## config.mk

```make
export PLATFORM = sky130hd
export DESIGN_NAME = cntry_vehicle_sensor
export DESIGN_NICKNAME = d
export VERILOG_FILES = /design/src/rtl/traffic_pkg.sv /design/src/rtl/det_debounce.sv /design/src/rtl/cntry_vehicle_sensor.sv
export SDC_FILE = /design/constraint.sdc
export NUM_CORES = 1
export LEC_CHECK = 0
export CAP_MARGIN = 0
export CORE_MARGIN = 5
export CORE_UTILIZATION = 40
export CTS_CLUSTER_SIZE = 40
export DETAILED_ROUTE_END_ITERATION = 8
export GPL_ROUTABILITY_DRIVEN = 0
export PLACE_DENSITY = 0.64
export REMOVE_ABC_BUFFERS = 1
export SYNTH_ARGS = -nofsm -noshare
export SYNTH_HDL_FRONTEND = slang
export SYNTH_SLANG_ARGS = --single-unit
export TNS_END_PERCENT = 50
```

## constraint.sdc

```tcl
create_clock -name clk -period 2.8 [get_ports clk]
set_input_delay 0.7 -clock clk [delete_from_list [all_inputs] [get_ports clk]]
set_output_delay 0.7 -clock clk [all_outputs]
set_load 0.01 [all_outputs]
```

## src/rtl/traffic_pkg.sv

```systemverilog
// Light codes shared between the traffic-light controller and its road-side sensors.
package traffic_pkg;

    typedef enum logic [1:0] {
        LIGHT_RED     = 2'd0,
        LIGHT_YELLOW  = 2'd1,
        LIGHT_GREEN   = 2'd2,
        LIGHT_ILLEGAL = 2'd3
    } light_t;

endpackage

```

## src/rtl/det_debounce.sv

```systemverilog
// Two-flop synchroniser plus level debouncer for the raw loop detector.
// arr pulses for one cycle whenever a new high level is accepted.
module det_debounce #(
    parameter int unsigned DEBOUNCE_CYC = 4
) (
    input  logic clk,
    input  logic clear_n,
    input  logic det_raw,
    output logic det_q,
    output logic arr
);

    localparam int unsigned CNT_W = (DEBOUNCE_CYC > 1) ? $clog2(DEBOUNCE_CYC) : 1;
    localparam logic [CNT_W-1:0] CNT_LAST = CNT_W'(DEBOUNCE_CYC - 1);

    logic             sync1;
    logic             det_s;
    logic [CNT_W-1:0] cnt;

    always_ff @(posedge clk) begin
        if (!clear_n) begin
            sync1 <= 1'b0;
            det_s <= 1'b0;
            det_q <= 1'b0;
            cnt   <= '0;
            arr   <= 1'b0;
        end else begin
            sync1 <= det_raw;
            det_s <= sync1;
            arr   <= 1'b0;
            if (det_s == det_q) begin
                cnt <= '0;
            end else if (cnt == CNT_LAST) begin
                det_q <= det_s;
                cnt   <= '0;
                arr   <= det_s;
            end else begin
                cnt <= cnt + 1'b1;
            end
        end
    end

endmodule

```

## src/rtl/cntry_vehicle_sensor.sv

```systemverilog
// Country-road vehicle sensor: counts debounced arrivals, drains them at a fixed
// rate under country green, and raises x while enough vehicles are waiting.
module cntry_vehicle_sensor
    import traffic_pkg::*;
#(
    parameter int unsigned DEBOUNCE_CYC = 4,
    parameter int unsigned DRAIN_CYC    = 3,
    parameter int unsigned QUEUE_W      = 4,
    parameter int unsigned X_THRESH     = 1
) (
    input  logic               clk,
    input  logic               clear_n,
    input  logic               det_raw,
    input  logic [1:0]         cntry,
    output logic               x,
    output logic [QUEUE_W-1:0] vcount,
    output logic               overflow,
    output logic               lt_err
);

    localparam int unsigned TMR_W = (DRAIN_CYC > 1) ? $clog2(DRAIN_CYC) : 1;
    localparam logic [TMR_W-1:0]   TMR_LAST = TMR_W'(DRAIN_CYC - 1);
    localparam logic [QUEUE_W-1:0] VMAX     = '1;
    localparam logic [QUEUE_W-1:0] THRESH   = QUEUE_W'(X_THRESH);

    light_t             light;
    logic               arr;
    logic               dep;
    logic               ovf_set;
    logic [TMR_W-1:0]   timer;
    logic [TMR_W-1:0]   timer_next;
    logic [QUEUE_W-1:0] vcount_next;

    det_debounce #(
        .DEBOUNCE_CYC(DEBOUNCE_CYC)
    ) u_debounce (
        .clk    (clk),
        .clear_n(clear_n),
        .det_raw(det_raw),
        .det_q  (),
        .arr    (arr)
    );

    assign light = light_t'(cntry);

    // Illegal code 3 falls through to the no-drain branch, same as red.
    always_comb begin
        dep        = 1'b0;
        timer_next = '0;
        if (light == LIGHT_GREEN && vcount != '0) begin
            if (timer == TMR_LAST) begin
                dep = 1'b1;
            end else begin
                timer_next = timer + 1'b1;
            end
        end
    end

    always_comb begin
        vcount_next = vcount;
        ovf_set     = 1'b0;
        if (arr && !dep) begin
            if (vcount == VMAX) begin
                ovf_set = 1'b1;
            end else begin
                vcount_next = vcount + 1'b1;
            end
        end else if (dep && !arr) begin
            vcount_next = vcount - 1'b1;
        end
    end

    always_ff @(posedge clk) begin
        if (!clear_n) begin
            timer    <= '0;
            vcount   <= '0;
            x        <= 1'b0;
            overflow <= 1'b0;
            lt_err   <= 1'b0;
        end else begin
            timer  <= timer_next;
            vcount <= vcount_next;
            x      <= (vcount_next >= THRESH);
            if (ovf_set) begin
                overflow <= 1'b1;
            end
            if (light == LIGHT_ILLEGAL) begin
                lt_err <= 1'b1;
            end
        end
    end

endmodule
```

==> impl_metrics.env <==
export IMPL_worst_pin_slew_ps=366
export IMPL_cts_setup_buffers=0
export IMPL_top_level_ports=12
export IMPL_maxCapViolCount=0
export IMPL_hpwlAfterDp_mm=1.09
export IMPL_endpoint_kind="flip-flop"
export IMPL_syn2layout_area_growth_pct=24.1
export IMPL_slowest_stage="or4_1"
export IMPL_worstSkewPairLatency_ps=280
export IMPL_ctsResizeCount=0
export IMPL_io_buffers=11
export IMPL_reg2reg_from="vcount[0]"
export IMPL_wl_per_cell_um=13.1
export IMPL_final_antenna_net_count=0
export IMPL_initial_utilization_pct=41.6
export IMPL_holdCritStartpoint="timer[0]"
export IMPL_status="complete, no violations"
export IMPL_yosysWarnings=0
export IMPL_rrSetupSlack_ps=350
export IMPL_antenna_found_initial=0
export IMPL_cts_hold_buf=0
export IMPL_die_width_um=51.9
export IMPL_vias_per_cell=5.47
export IMPL_die_area_um2=2690
export IMPL_die_height_um=51.9
export IMPL_crit_buf_inv=1
export IMPL_worstRegToRegCells=7
export IMPL_hp_class="reg2reg"
export IMPL_fmax_ghz=0.409
export IMPL_ir_drop_mv=0.259
export IMPL_core_area_um2=1690
export IMPL_critical_path_required_ps=2960
export IMPL_vias=585
export IMPL_ys_seq_area_share_pct=42.8
export IMPL_hold_ws_ps=417
export IMPL_first_global_vias=565
export IMPL_syn_instance_count=74
export IMPL_drive_gt1_share_pct=13.3
export IMPL_first_pass_iters=2
export IMPL_final_cell_mix="dfxtp_1 (15), clkdlybuf4s50_1 (11), nor2_1 (8)"
export IMPL_slew_headroom_pct=75.5
export IMPL_cts_buffers_inserted=3
export IMPL_period_share_pct=87.3
export IMPL_clkSlewWorstSetupHoldPaths_ps=90
export IMPL_worstPathArrival_ps=2610
export IMPL_cts_root_buf="clkbuf_4"
export IMPL_startpoint_type="flip-flop"
export IMPL_clock_sinks=15
export IMPL_grt_use_total_pct=12.1
export IMPL_stdcell_area_um2=871
export IMPL_clockBufferDepth=2
export IMPL_syn_cell_area_um2=702
export IMPL_finalHoldViolations=0
export IMPL_grt_pass1_wl_mm=2.39
export IMPL_rows=15
export IMPL_holdPathStages=1
export IMPL_p_leak_nw=0.359
export IMPL_path_cells="inv_1 > ha_1 > or3b_4 > a21oi_2 > mux2_2 > o211a_1 > or4_1"
export IMPL_skew_ps=1.37
export IMPL_ys_seq_elements=15
export IMPL_grt_max_degree=10
export IMPL_cpPeakStageDelay_ps=500
export IMPL_setup_viol=0
export IMPL_grt_overflow_total=0
export IMPL_synth_distinct_cells=36
export IMPL_final_max_slew_viol_count=0
export IMPL_finalSetupTns_ps=0
export IMPL_diodes=0
export IMPL_p_per_area_nw_per_um2=409
export IMPL_htreeDepth=1
export IMPL_cts_tree="yes"
export IMPL_routed_wl_mm=1.40
export IMPL_placed_area_um2=843
export IMPL_avgSynthCellArea_um2=9.49
export IMPL_period_needed_ps=2450
export IMPL_nets=100
export IMPL_drt_iter0_drc=11
export IMPL_critPathTopFamily="simple AND/OR/NAND/NOR gates"
export IMPL_cp_max_fo=6
export IMPL_mostFrequentLayoutCell="dfxtp_1"
export IMPL_worstReg2RegEnd="x"
export IMPL_critPathKind="reg2reg"
export IMPL_whs_endpoint="timer[0]"
export IMPL_rsz0062_at_grt="false"
export IMPL_drc=0
-- metal layers --
metal | GRT usage (%) | share of wire (%)
met1 | 14.0 | 46
met4 | 4.80 | 1.4
met3 | 5.16 | 5.3
met2 | 19.5 | 47
met5 | 0 | 0
-- synth_stat cells --
| cell type | number | area share, % |
|---|---|---|
| nor3_1 | 2 | 1.4 |
| nand3b_1 | 1 | 1.1 |
| and3_2 | 1 | 1.1 |
| nand4_1 | 1 | 0.89 |
| mux2i_1 | 1 | 1.4 |
| and3b_1 | 1 | 1.2 |
| a31oi_1 | 2 | 1.8 |
| xnor2_1 | 1 | 1.2 |
| o311a_1 | 1 | 1.4 |
| buf_4 | 1 | 1.1 |
| o21ai_0 | 3 | 2.1 |
| a221oi_1 | 1 | 1.2 |
| and3_1 | 1 | 0.89 |
| o211a_1 | 1 | 1.4 |
| a21oi_2 | 1 | 1.2 |
| or4_1 | 2 | 2.1 |
| inv_1 | 4 | 2.1 |
| nor3b_1 | 1 | 1.1 |
| mux2_2 | 1 | 1.6 |
| buf_2 | 1 | 0.71 |
| o31ai_1 | 1 | 1.1 |
| and2_1 | 2 | 1.8 |
| or3b_4 | 1 | 1.6 |
| clkinv_1 | 1 | 0.53 |
| a21oi_1 | 3 | 2.1 |
| and4b_1 | 1 | 1.4 |
| nand3_1 | 1 | 0.71 |
| a211oi_1 | 1 | 1.1 |
| ha_1 | 4 | 7.1 |
| nor4_1 | 1 | 0.89 |
| o211ai_1 | 1 | 1.1 |
| nor4b_1 | 2 | 2.5 |
| mux2_4 | 1 | 2.1 |
| dfxtp_1 | 15 | 43 |
| nand2_1 | 3 | 1.6 |
| nor2_1 | 8 | 4.3 |
-- state kept, by name, indices dropped and copies added, names as in the netlist --
signal / flops
vcount: 4
u_debounce.arr: 1
x: 1
timer: 2
overflow: 1
u_debounce.cnt: 2
u_debounce.sync1: 1
u_debounce.det_s: 1
lt_err: 1
u_debounce.det_q: 1
-- where the power goes --
group	internal [mW]	total, mW	switching, mW	leakage (nW)
clock	0.0530	0.121	0.0682	0.0177
combinational	0.0103	0.0174	0.00718	0.220
sequential	0.216	0.217	0.00132	0.122
total	0.279	0.356	0.0767	0.359
-- worst reg2reg max path, stage by stage, from the launching register on --
cell,delay (ps)
dfxtp_1,370
inv_1,100
ha_1,200
or3b_4,430
a21oi_2,180
mux2_2,340
o211a_1,210
or4_1,500
-- logic make-up (layout without fill, tap and decap cells) --
kind of cell / count (synthesis) / count (layout) / share of synthesized area (%)
buffers and inverters: 7 / 23 / 4.45
adder cells (fa/ha/maj): 4 / 4 / 7.13
XOR/XNOR: 1 / 1 / 1.25
AND/OR/NAND/NOR: 29 / 29 / 24.6
AO/OA/AOI/OAI: 15 / 15 / 14.6
flip-flops: 15 / 15 / 42.8
multiplexers: 3 / 3 / 5.17
-- per-stage QoR --
step	instances	utilization [%]	total power, mW	setup slack [ps]
floorplan	72	-	0.228	464
global placement	103	49.9	0.239	115
detailed placement	103	49.9	0.240	86.4
CTS	107	51.6	0.362	347
global route	107	51.6	0.376	235
finish	107	51.6	0.356	355
-- layout make-up --
cell class	instances	area (um^2)
inverter	5	18.8
clock buffer	3	22.5
clock inverter	1	5.00
fill	161	818
multi-input combinational	52	370
sequential	15	300
tap	17	21.3
timing repair buffer	14	133
-- worst max-delay path by stage --
| stage | startpoint | endpoint | slack, ps | cells after the start |
|---|---|---|---|---|
| global route | vcount[0] | x | 240 | 7 |
| CTS | vcount[0] | x | 350 | 7 |
| global placement | cntry[0] | x | 110 | 6 |
| floorplan | vcount[0] | x | 460 | 7 |
| detailed placement | cntry[0] | x | 90 | 6 |
| finish | vcount[0] | x | 350 | 7 |
Power figures use the tool's default switching activity.
